File: config.mk
export PLATFORM = sky130hd
export DESIGN_NAME = xxx_frame_buf_flat
export DESIGN_NICKNAME = d
export VERILOG_FILES = /design/src/rtl/xxx_frame_buf_if.sv /design/src/rtl/xxx_frame_buf.sv /design/src/flat_wrapper.sv
export SDC_FILE = /design/constraint.sdc
export NUM_CORES = 1
export LEC_CHECK = 0
export ABC_AREA = 1
export CAP_MARGIN = 20
export CORE_MARGIN = 5
export CORE_UTILIZATION = 65
export DETAILED_ROUTE_END_ITERATION = 7
export PLACE_DENSITY = 0.83
export SLEW_MARGIN = 20
export SYNTH_ARGS = -nofsm -noshare
export SYNTH_HDL_FRONTEND = slang
export SYNTH_SLANG_ARGS = --single-unit
export TNS_END_PERCENT = 1
File: constraint.sdc
create_clock -name clk_cg_i -period 3.8 [get_ports clk_cg_i]
set_clock_uncertainty 0.2 [all_clocks]
set_input_delay 0.57 -clock clk_cg_i [delete_from_list [all_inputs] [get_ports clk_cg_i]]
set_output_delay 0.57 -clock clk_cg_i [all_outputs]
set_load 0.005 [all_outputs]
File: src/rtl/xxx_frame_buf_if.sv
// Sample-in / frame-out bundle of the ping-pong frame buffer.
// slave is the buffer's own view; master is the upstream/FFT-side view used by a driver.
interface xxx_frame_buf_if #(
   parameter int DATA_W = 16
) ();
   logic              xxx_dt_valid_i;
   logic              smp_valid_i;
   logic [DATA_W-1:0] smp_data_i;
   logic              out_valid_o;
   logic              out_ready_i;
   logic [DATA_W-1:0] out_data_o;
   logic              out_sop_o;
   logic              out_eop_o;
   logic              ovf_o;
   logic              ovf_sticky_o;

   modport slave (
      input  xxx_dt_valid_i, smp_valid_i, smp_data_i, out_ready_i,
      output out_valid_o, out_data_o, out_sop_o, out_eop_o, ovf_o, ovf_sticky_o
   );

   modport master (
      output xxx_dt_valid_i, smp_valid_i, smp_data_i, out_ready_i,
      input  out_valid_o, out_data_o, out_sop_o, out_eop_o, ovf_o, ovf_sticky_o
   );
endinterface

File: src/rtl/xxx_frame_buf.sv
// Two-bank ping-pong frame buffer: packs gated samples into FRAME_LEN frames and
// streams each full frame with sop/eop. Output handshake: a beat moves on out_valid_o & out_ready_i.
module xxx_frame_buf #(
   parameter int FRAME_LEN = 16,
   parameter int DATA_W    = 16
) (
   input  logic                clk_cg_i,
   input  logic                rst_i,
   xxx_frame_buf_if.slave      bus,
   output logic                dbg_rd_state_o
);
   localparam int IDX_W = $clog2(FRAME_LEN);
   localparam logic [IDX_W-1:0] LAST = IDX_W'(FRAME_LEN - 1);

   typedef enum logic {
      ST_IDLE   = 1'b0,
      ST_STREAM = 1'b1
   } rd_state_e;

   rd_state_e         state_q, state_d;
   logic              wr_bank_q, wr_bank_d;
   logic [IDX_W-1:0]  wr_idx_q, wr_idx_d;
   logic              rd_bank_q, rd_bank_d;
   logic [IDX_W-1:0]  rd_idx_q, rd_idx_d;
   logic [1:0]        full_q, full_d;
   logic              out_valid_q, out_valid_d;
   logic [DATA_W-1:0] out_data_q, out_data_d;
   logic              out_sop_q, out_sop_d;
   logic              out_eop_q, out_eop_d;
   logic              ovf_q, ovf_d;
   logic              ovf_sticky_q, ovf_sticky_d;

   logic [DATA_W-1:0] bank_q [2][FRAME_LEN];
   logic              wr_en;
   logic [1:0]        set_full, clr_full;
   logic              smp_req, xfer;
   logic [IDX_W-1:0]  rd_idx_nxt;

   assign smp_req    = bus.smp_valid_i & bus.xxx_dt_valid_i;
   assign xfer       = out_valid_q & bus.out_ready_i;
   assign rd_idx_nxt = rd_idx_q + IDX_W'(1);

   // Write side: the full flag is looked at pre-edge, so a bank freed this cycle still drops.
   always_comb begin
      wr_bank_d    = wr_bank_q;
      wr_idx_d     = wr_idx_q;
      ovf_d        = 1'b0;
      ovf_sticky_d = ovf_sticky_q;
      wr_en        = 1'b0;
      set_full     = 2'b00;
      if (!bus.xxx_dt_valid_i) begin
         wr_idx_d = '0;
      end else if (smp_req) begin
         if (full_q[wr_bank_q]) begin
            ovf_d        = 1'b1;
            ovf_sticky_d = 1'b1;
         end else begin
            wr_en = 1'b1;
            if (wr_idx_q == LAST) begin
               wr_idx_d            = '0;
               wr_bank_d           = ~wr_bank_q;
               set_full[wr_bank_q] = 1'b1;
            end else begin
               wr_idx_d = wr_idx_q + IDX_W'(1);
            end
         end
      end
   end

   // Read side: outputs are registered, so the next word is fetched as the current one transfers.
   always_comb begin
      state_d     = state_q;
      rd_bank_d   = rd_bank_q;
      rd_idx_d    = rd_idx_q;
      out_valid_d = out_valid_q;
      out_data_d  = out_data_q;
      out_sop_d   = out_sop_q;
      out_eop_d   = out_eop_q;
      clr_full    = 2'b00;
      case (state_q)
         ST_IDLE: begin
            if (full_q[rd_bank_q]) begin
               state_d     = ST_STREAM;
               rd_idx_d    = '0;
               out_valid_d = 1'b1;
               out_data_d  = bank_q[rd_bank_q][0];
               out_sop_d   = 1'b1;
               out_eop_d   = 1'b0;
            end
         end
         ST_STREAM: begin
            if (xfer) begin
               if (rd_idx_q == LAST) begin
                  clr_full[rd_bank_q] = 1'b1;
                  rd_bank_d           = ~rd_bank_q;
                  rd_idx_d            = '0;
                  if (full_q[~rd_bank_q]) begin
                     out_data_d = bank_q[~rd_bank_q][0];
                     out_sop_d  = 1'b1;
                     out_eop_d  = 1'b0;
                  end else begin
                     state_d     = ST_IDLE;
                     out_valid_d = 1'b0;
                     out_sop_d   = 1'b0;
                     out_eop_d   = 1'b0;
                  end
               end else begin
                  rd_idx_d   = rd_idx_nxt;
                  out_data_d = bank_q[rd_bank_q][rd_idx_nxt];
                  out_sop_d  = 1'b0;
                  out_eop_d  = (rd_idx_nxt == LAST);
               end
            end
         end
         default: state_d = ST_IDLE;
      endcase
      full_d = (full_q | set_full) & ~clr_full;
   end

   always_ff @(posedge clk_cg_i) begin
      if (rst_i) begin
         state_q      <= ST_IDLE;
         wr_bank_q    <= 1'b0;
         wr_idx_q     <= '0;
         rd_bank_q    <= 1'b0;
         rd_idx_q     <= '0;
         full_q       <= 2'b00;
         out_valid_q  <= 1'b0;
         out_data_q   <= '0;
         out_sop_q    <= 1'b0;
         out_eop_q    <= 1'b0;
         ovf_q        <= 1'b0;
         ovf_sticky_q <= 1'b0;
      end else begin
         state_q      <= state_d;
         wr_bank_q    <= wr_bank_d;
         wr_idx_q     <= wr_idx_d;
         rd_bank_q    <= rd_bank_d;
         rd_idx_q     <= rd_idx_d;
         full_q       <= full_d;
         out_valid_q  <= out_valid_d;
         out_data_q   <= out_data_d;
         out_sop_q    <= out_sop_d;
         out_eop_q    <= out_eop_d;
         ovf_q        <= ovf_d;
         ovf_sticky_q <= ovf_sticky_d;
      end
   end

   // Sample storage carries no reset; stale contents are never read before a full flag is set.
   always_ff @(posedge clk_cg_i) begin
      if (wr_en) begin
         bank_q[wr_bank_q][wr_idx_q] <= bus.smp_data_i;
      end
   end

   assign bus.out_valid_o  = out_valid_q;
   assign bus.out_data_o   = out_data_q;
   assign bus.out_sop_o    = out_sop_q;
   assign bus.out_eop_o    = out_eop_q;
   assign bus.ovf_o        = ovf_q;
   assign bus.ovf_sticky_o = ovf_sticky_q;
   assign dbg_rd_state_o   = state_q;
endmodule
File: src/flat_wrapper.sv
// flat-port wrapper written by rule: the top's interface ports become plain ports
module xxx_frame_buf_flat 
#(
   parameter int FRAME_LEN = 16,
   parameter int DATA_W    = 16
)
  (clk_cg_i, rst_i, dbg_rd_state_o, bus_xxx_dt_valid_i, bus_smp_valid_i, bus_smp_data_i, bus_out_ready_i, bus_out_valid_o, bus_out_data_o, bus_out_sop_o, bus_out_eop_o, bus_ovf_o, bus_ovf_sticky_o);
  xxx_frame_buf_if #(.DATA_W(DATA_W)) bus_i ();
  input  logic clk_cg_i;
  input  logic rst_i;
  output logic dbg_rd_state_o;
  input wire logic [$bits(bus_i.xxx_dt_valid_i)-1:0] bus_xxx_dt_valid_i;
  input wire logic [$bits(bus_i.smp_valid_i)-1:0] bus_smp_valid_i;
  input wire logic [$bits(bus_i.smp_data_i)-1:0] bus_smp_data_i;
  input wire logic [$bits(bus_i.out_ready_i)-1:0] bus_out_ready_i;
  output wire logic [$bits(bus_i.out_valid_o)-1:0] bus_out_valid_o;
  output wire logic [$bits(bus_i.out_data_o)-1:0] bus_out_data_o;
  output wire logic [$bits(bus_i.out_sop_o)-1:0] bus_out_sop_o;
  output wire logic [$bits(bus_i.out_eop_o)-1:0] bus_out_eop_o;
  output wire logic [$bits(bus_i.ovf_o)-1:0] bus_ovf_o;
  output wire logic [$bits(bus_i.ovf_sticky_o)-1:0] bus_ovf_sticky_o;
  assign bus_i.xxx_dt_valid_i = bus_xxx_dt_valid_i;
  assign bus_i.smp_valid_i = bus_smp_valid_i;
  assign bus_i.smp_data_i = bus_smp_data_i;
  assign bus_i.out_ready_i = bus_out_ready_i;
  assign bus_out_valid_o = bus_i.out_valid_o;
  assign bus_out_data_o = bus_i.out_data_o;
  assign bus_out_sop_o = bus_i.out_sop_o;
  assign bus_out_eop_o = bus_i.out_eop_o;
  assign bus_ovf_o = bus_i.ovf_o;
  assign bus_ovf_sticky_o = bus_i.ovf_sticky_o;
  xxx_frame_buf #(.FRAME_LEN(FRAME_LEN), .DATA_W(DATA_W)) u_core (.clk_cg_i(clk_cg_i), .rst_i(rst_i), .bus(bus_i), .dbg_rd_state_o(dbg_rd_state_o));
endmodule
==> results of run 1 <==
[cell type report]
type / count / area share (%)
clock inverters: 19 / 0.858
inverters: 182 / 2.68
clock buffers: 82 / 6.08
flip-flops and latches: 547 / 62.7
repair buffers: 108 / 3.71
well taps: 455 / 2.22
multi-input cells: 1207 / 21.8
[through the flow]
stage          util (%)  cells  hold slack, ns  cell area, um^2  power, mW
4_1_cts            74.1   2600           0.275            25700       12.1
3_5_place_dp       69.0   2499           0.254            23900       6.91
2_1_floorplan         -   2057           0.251            22900       6.75
6_report           74.1   2600           0.277            25700       12.2
3_3_place_gp       69.0   2499           0.239            23900       6.91
5_1_grt            74.1   2600           0.304            25700       12.4
[routing by layer]
layer  up-vias  GRT usage (%)
met4         0           16.7
met2      1213           51.2
met3       300           5.71
met1      7798           40.1
li1       7189              -
met5         -              0
[worst paths after layout]
check                          start                  endpoint  slack (ns)  cells past startpoint
min          u_core.bus.ovf_sticky_o   u_core.bus.ovf_sticky_o        0.28                      1
max reg2reg       u_core.rd_idx_q[0]  u_core.bus.out_data_o[1]        0.81                      7
max               u_core.rd_idx_q[0]  u_core.bus.out_data_o[1]        0.81                      7
min reg2reg  u_core.bus.ovf_sticky_o   u_core.bus.ovf_sticky_o        0.28                      1
[report_power, final]
group	internal, mW	switching, mW
logic	0.0356	0.164
clock network	3.16	2.20
registers	6.59	0.00599
[logic make-up (layout without fill, tap and decap cells)]
kind of cell / Yosys count / count (layout) / synth area share [%]
AND/OR/NAND/NOR: 932 / 932 / 17.1
flip-flops: 547 / 547 / 70.2
buffers and inverters: 303 / 391 / 5.42
AO/OA/AOI/OAI: 265 / 265 / 6.76
adder cells (fa/ha/maj): 6 / 6 / 0.328
XOR/XNOR: 2 / 2 / 0.142
multiplexers: 2 / 2 / 0.0874
[synthesized netlist by cell type (all sizes together), types with 2 or more instances]
cell type | number | area (um^2)
clkinv | 3 | 11.3
inv | 179 | 672
a221oi | 9 | 78.8
or2 | 10 | 62.6
nor2 | 236 | 893
mux2i | 2 | 20.0
nor3 | 6 | 30.0
xor2 | 2 | 32.5
dfxtp | 35 | 701
a21oi | 29 | 145
nand3 | 281 | 1410
ha | 6 | 75.1
nand2 | 395 | 1490
o211ai | 57 | 428
buf | 82 | 412
a22oi | 8 | 60.1
nand4 | 3 | 18.8
o221ai | 2 | 17.5
a211oi | 3 | 22.5
a31oi | 2 | 12.5
clkbuf | 39 | 146
edfxtp | 512 | 15400
o21ai | 152 | 761
[sequential cells by signal, indices dropped and copies added (netlist names), named ones only]
signal                   cells
u_core.bus.ovf_o             1
u_core.bus.out_valid_o       1
u_core.rd_idx_q              4
u_core.bus.out_data_o       16
u_core.dbg_rd_state_o        1
u_core.wr_bank_q             1
u_core.bank_q              512
u_core.bus.out_eop_o         1
u_core.bus.ovf_sticky_o      1
u_core.full_q                2
u_core.bus.out_sop_o         1
u_core.rd_bank_q             1
u_core.wr_idx_q              4
==> qor.csv, run 1 <==
metric,value,unit
firstDrtPassIters,6,
crit_slowest_cell,nor2_2,
io_pins,43,
post-route-drc-count,0,
critPathBufInv,0,
core_area,34600,um^2
clockRootBuffer,clkbuf_16,
max_freq,0.334,GHz
postCtsSetupBuffers,0,
syn_inst,2057,
gp_congestion,0.961,
wl_met3,7080,um
synthArstFlopShare,0,%
setup.worst_path.end_class,flop,
cts_tree,yes,
powerDensity,473,nW/um^2
dp_slack,0.508,ns
slew_headroom,28.7,%
synth_edf_count,512,
post_drt_wl_per_cell,23.6,um
via_per_inst,6.35,
hp-class,reg -> reg,
io_buffers,42,
regArea,16100,um^2
synth_warnings,0,
path_clk_slew,0.06,ns
wl,61400,um
clock_path_buffers,3,
fin_setup_tns,0,ns
grt_pass1_vias,16200,
cts_hold_buf,0,
drive_gt1_share,8.16,%
rsz0062_at_grt,false,
fillers,2090,
worstPathCellList,"ha_1, nand3_1, nor2_2, a22oi_1, nor2_1, a211oi_1, a21oi_1",
cap_violations,0,
drt-initial-drc-count,2589,
ant_nets,0,
fp.dieH,198,um
die_area,39100,um^2
leakage,9.51,nW
yosys_most_used_dff,edfxtp_1,
die_w,198,um
worst_pin_slew,1.07,ns
dr_wl_met2,29300,um
grt_max_degree,128,
antenna_cells,0,
rows,68,
vias,16500,
period_share,78.7,%
grt-ovfl-total,0,
cp_max_fo,17,
final_cell_mix,"edfxtp_1 (512), nand2_1 (394), nand3_1 (281), nor2_1 (233), inv_1 (169)",
grt_pass1_wl,92500,um
synth_area,22900,um^2
clk-insertion-delay-late,0.59,ns
cts_resized,0,
worst-setup-path-type,reg -> reg,
setup_viol,0,
irDropWorstVdd,0.479,mV
slew_violations,0,
ys_ff_latch,547,
grt.total_usage,31.2,%
period_needed,2.99,ns
start_util,66.1,%
final_common_cell,edfxtp_1,
final_nets,2127,
antenna_found_initial,1,
cp_top_family,simple AND/OR/NAND/NOR gates,
cts_buffers,54,
syn_nets,2084,
syn_avg_cell_area,11.1,um^2
hold_viol,0,
area_growth,12.1,%
dp_hpwl,35600,um
met1Wirelength,21100,um
clock_sinks,547,
status,completed,
cts-htree-levels,2,
cp-start-kind,flop,
crit_required,4.12,ns
fin_ws,0.808,ns
cp_slowest_stage_delay,0.83,ns
multi_input_area,5590,um^2
top_layer_used,met4,
yosysSeqAreaShare,70.2,%
netlist-cell-type-count,33,
worst-endpoint-arrival,3.31,ns
Note: power is estimated with default switching activity, not from simulation.
==> inputs of run 2 (changes only) <==
Settings changed: CORE_UTILIZATION 65 to 62, PLACE_DENSITY 0.83 to 0.79.
Clock period 3.8 ns to 2.8 ns, I/O delays scaled along.
==> run 2 against run 1 <==
- sequential share of layout area is 1.1 points lower
- maximum frequency is 18% higher
- count of clock-buffer cells in the layout is 16 lower
- first-iteration DRC count is 20% lower
- combinational power is 45% higher
- highest routed layer is now met5
==> qor.csv, run 2 (same netlist as run 1, synthesis figures left out) <==
metric,value,unit,change
setup_viol,0,,unchanged
dp_hpwl,36300,um,"was 35,600 um"
io_pins,43,,unchanged
cts_tree,yes,,unchanged
max_freq,0.393,GHz,was 0.334 GHz
slew_headroom,47.2,%,was 28.7%
final_common_cell,edfxtp_1,,unchanged
die_area,40900,um^2,"was 39,100 um^2"
cts-htree-levels,2,,unchanged
antenna_found_initial,1,,unchanged
via_per_inst,6.07,,was 6.35
largest-register,u_core.bank_q,,unchanged
final_cells,2646,,"was 2,600"
core_area,36500,um^2,"was 34,600 um^2"
area_growth,14.2,%,was 12.1%
cp-start-kind,flop,,unchanged
vias,16100,,was 16.5k
final_nets,2164,,"was 2,127"
fin_setup_tns,0,ns,unchanged
clockRootBuffer,clkbuf_16,,unchanged
gp_congestion,1.03,,was 0.961
post_drt_wl_per_cell,22.3,um,was 23.6 um
postCtsSetupBuffers,0,,unchanged
clk-insertion-delay-late,0.59,ns,about the same
cts_hold_buf,0,,unchanged
grt.total_usage,28.9,%,was 31.2%
crit_required,3.06,ns,was 4.12 ns
fp.dieH,202,um,was 198 um
largest_register_ffs,512,,unchanged
rsz0062_at_grt,false,,unchanged
period_share,90.8,%,was 78.7%
leakage,9.71,nW,was 9.51 nW
hold_viol,0,,unchanged
firstDrtPassIters,8,,was 6
rows,70,,was 68
drive_gt1_share,9.46,%,was 8.16%
cap_violations,0,,unchanged
dp_cells,2551,,"was 2,499"
status,completed,,unchanged
grt_pass1_vias,15800,,was 16.2k
grt_pass1_wl,90600,um,"was 92,500 um"
worst-setup-path-type,reg -> reg,,unchanged
cp_max_fo,128,,was 17
path_clk_slew,0.06,ns,about the same
io_buffers,42,,unchanged
clock_sinks,547,,unchanged
setup.worst_path.end_class,flop,,unchanged
die_w,202,um,was 198 um
period_needed,2.54,ns,was 2.99 ns
final_cell_mix,"edfxtp_1 (512), nand2_1 (394), nand3_1 (281), nor2_1 (233), inv_1 (169)",,unchanged
wl,59100,um,"was 61,400 um"
ant_nets,0,,unchanged
clock_path_buffers,3,,unchanged
worst-endpoint-arrival,2.80,ns,was 3.31 ns
cts_buffers,52,,was 54
start_util,62.7,%,was 66.1%
slew_violations,0,,unchanged
grt_max_degree,129,,was 128
hp-class,reg -> reg,,unchanged
post-route-drc-count,0,,unchanged
powerDensity,616,nW/um^2,was 473 nW/um^2
worst_pin_slew,0.792,ns,was 1.07 ns
fillers,2338,,"was 2,090"
fin_ws,0.258,ns,was 0.808 ns
total_power,16.1,mW,was 12.2 mW
dp_slack,-0.108,ns,was 0.508 ns
grt-ovfl-total,0,,unchanged
drt-initial-drc-count,2084,,"was 2,589"
cts_resized,0,,unchanged
irDropWorstVdd,0.603,mV,was 0.479 mV
antenna_cells,0,,unchanged
[run 2: area by class of cell]
type                    count  area [um^2]  area share, %
well taps                 468          586           2.24
flip-flops and latches    547        16100           61.5
inverters                 182          688           2.63
multi-input cells        1207         5590           21.4
clock buffers              66         1400           5.34
clock inverters            29          264           1.01
repair buffers            147         1530           5.87
[run 2: worst paths after layout]
| path | start | to | slack, ns | cells past startpoint |
|---|---|---|---|---|
| worst max-delay path | u_core.rd_idx_q[0] | u_core.bus.out_data_o[4] | 0.26 | 10 |
| worst min-delay path | u_core.bus.ovf_sticky_o | u_core.bus.ovf_sticky_o | 0.26 | 1 |
| worst max register to register | u_core.rd_idx_q[0] | u_core.bus.out_data_o[4] | 0.26 | 10 |
| worst min register to register | u_core.bus.ovf_sticky_o | u_core.bus.ovf_sticky_o | 0.26 | 1 |
[run 2: stage by stage]
step           util, %  cell area [um^2]  hold slack, ns
3_3_place_gp      67.0             24500           0.244
5_1_grt           71.6             26100           0.286
4_1_cts           71.6             26100           0.266
2_1_floorplan        -             22900           0.251
3_5_place_dp      67.0             24500           0.252
6_report          71.6             26100           0.258
[run 2: routing by layer]
metal	wire [um]	GRT usage, %	vias to the layer above
li1	-	-	7283
met1	21500	37.2	7593
met2	28000	46.9	982
met3	6460	7.11	207
met4	3140	13.2	2
met5	13	0	-
[run 2: power by group]
group          total [mW]  switching (mW)  internal (mW)
clock                6.87            2.89           3.97
sequential           8.95         0.00784           8.94
combinational       0.288           0.221         0.0679
total                16.1            3.12           13.0
[run 2: worst max-delay path: stages, from the launching register on]
cell and delay, ns:
dfxtp_4 0.38, buf_12 0.44, nand3_1 0.22, xor2_2 0.21, buf_4 0.21, inv_2 0.23, nand3_1 0.16, nand3_1 0.12
nand2_1 0.06, nand2_1 0.08, a21oi_1 0.07
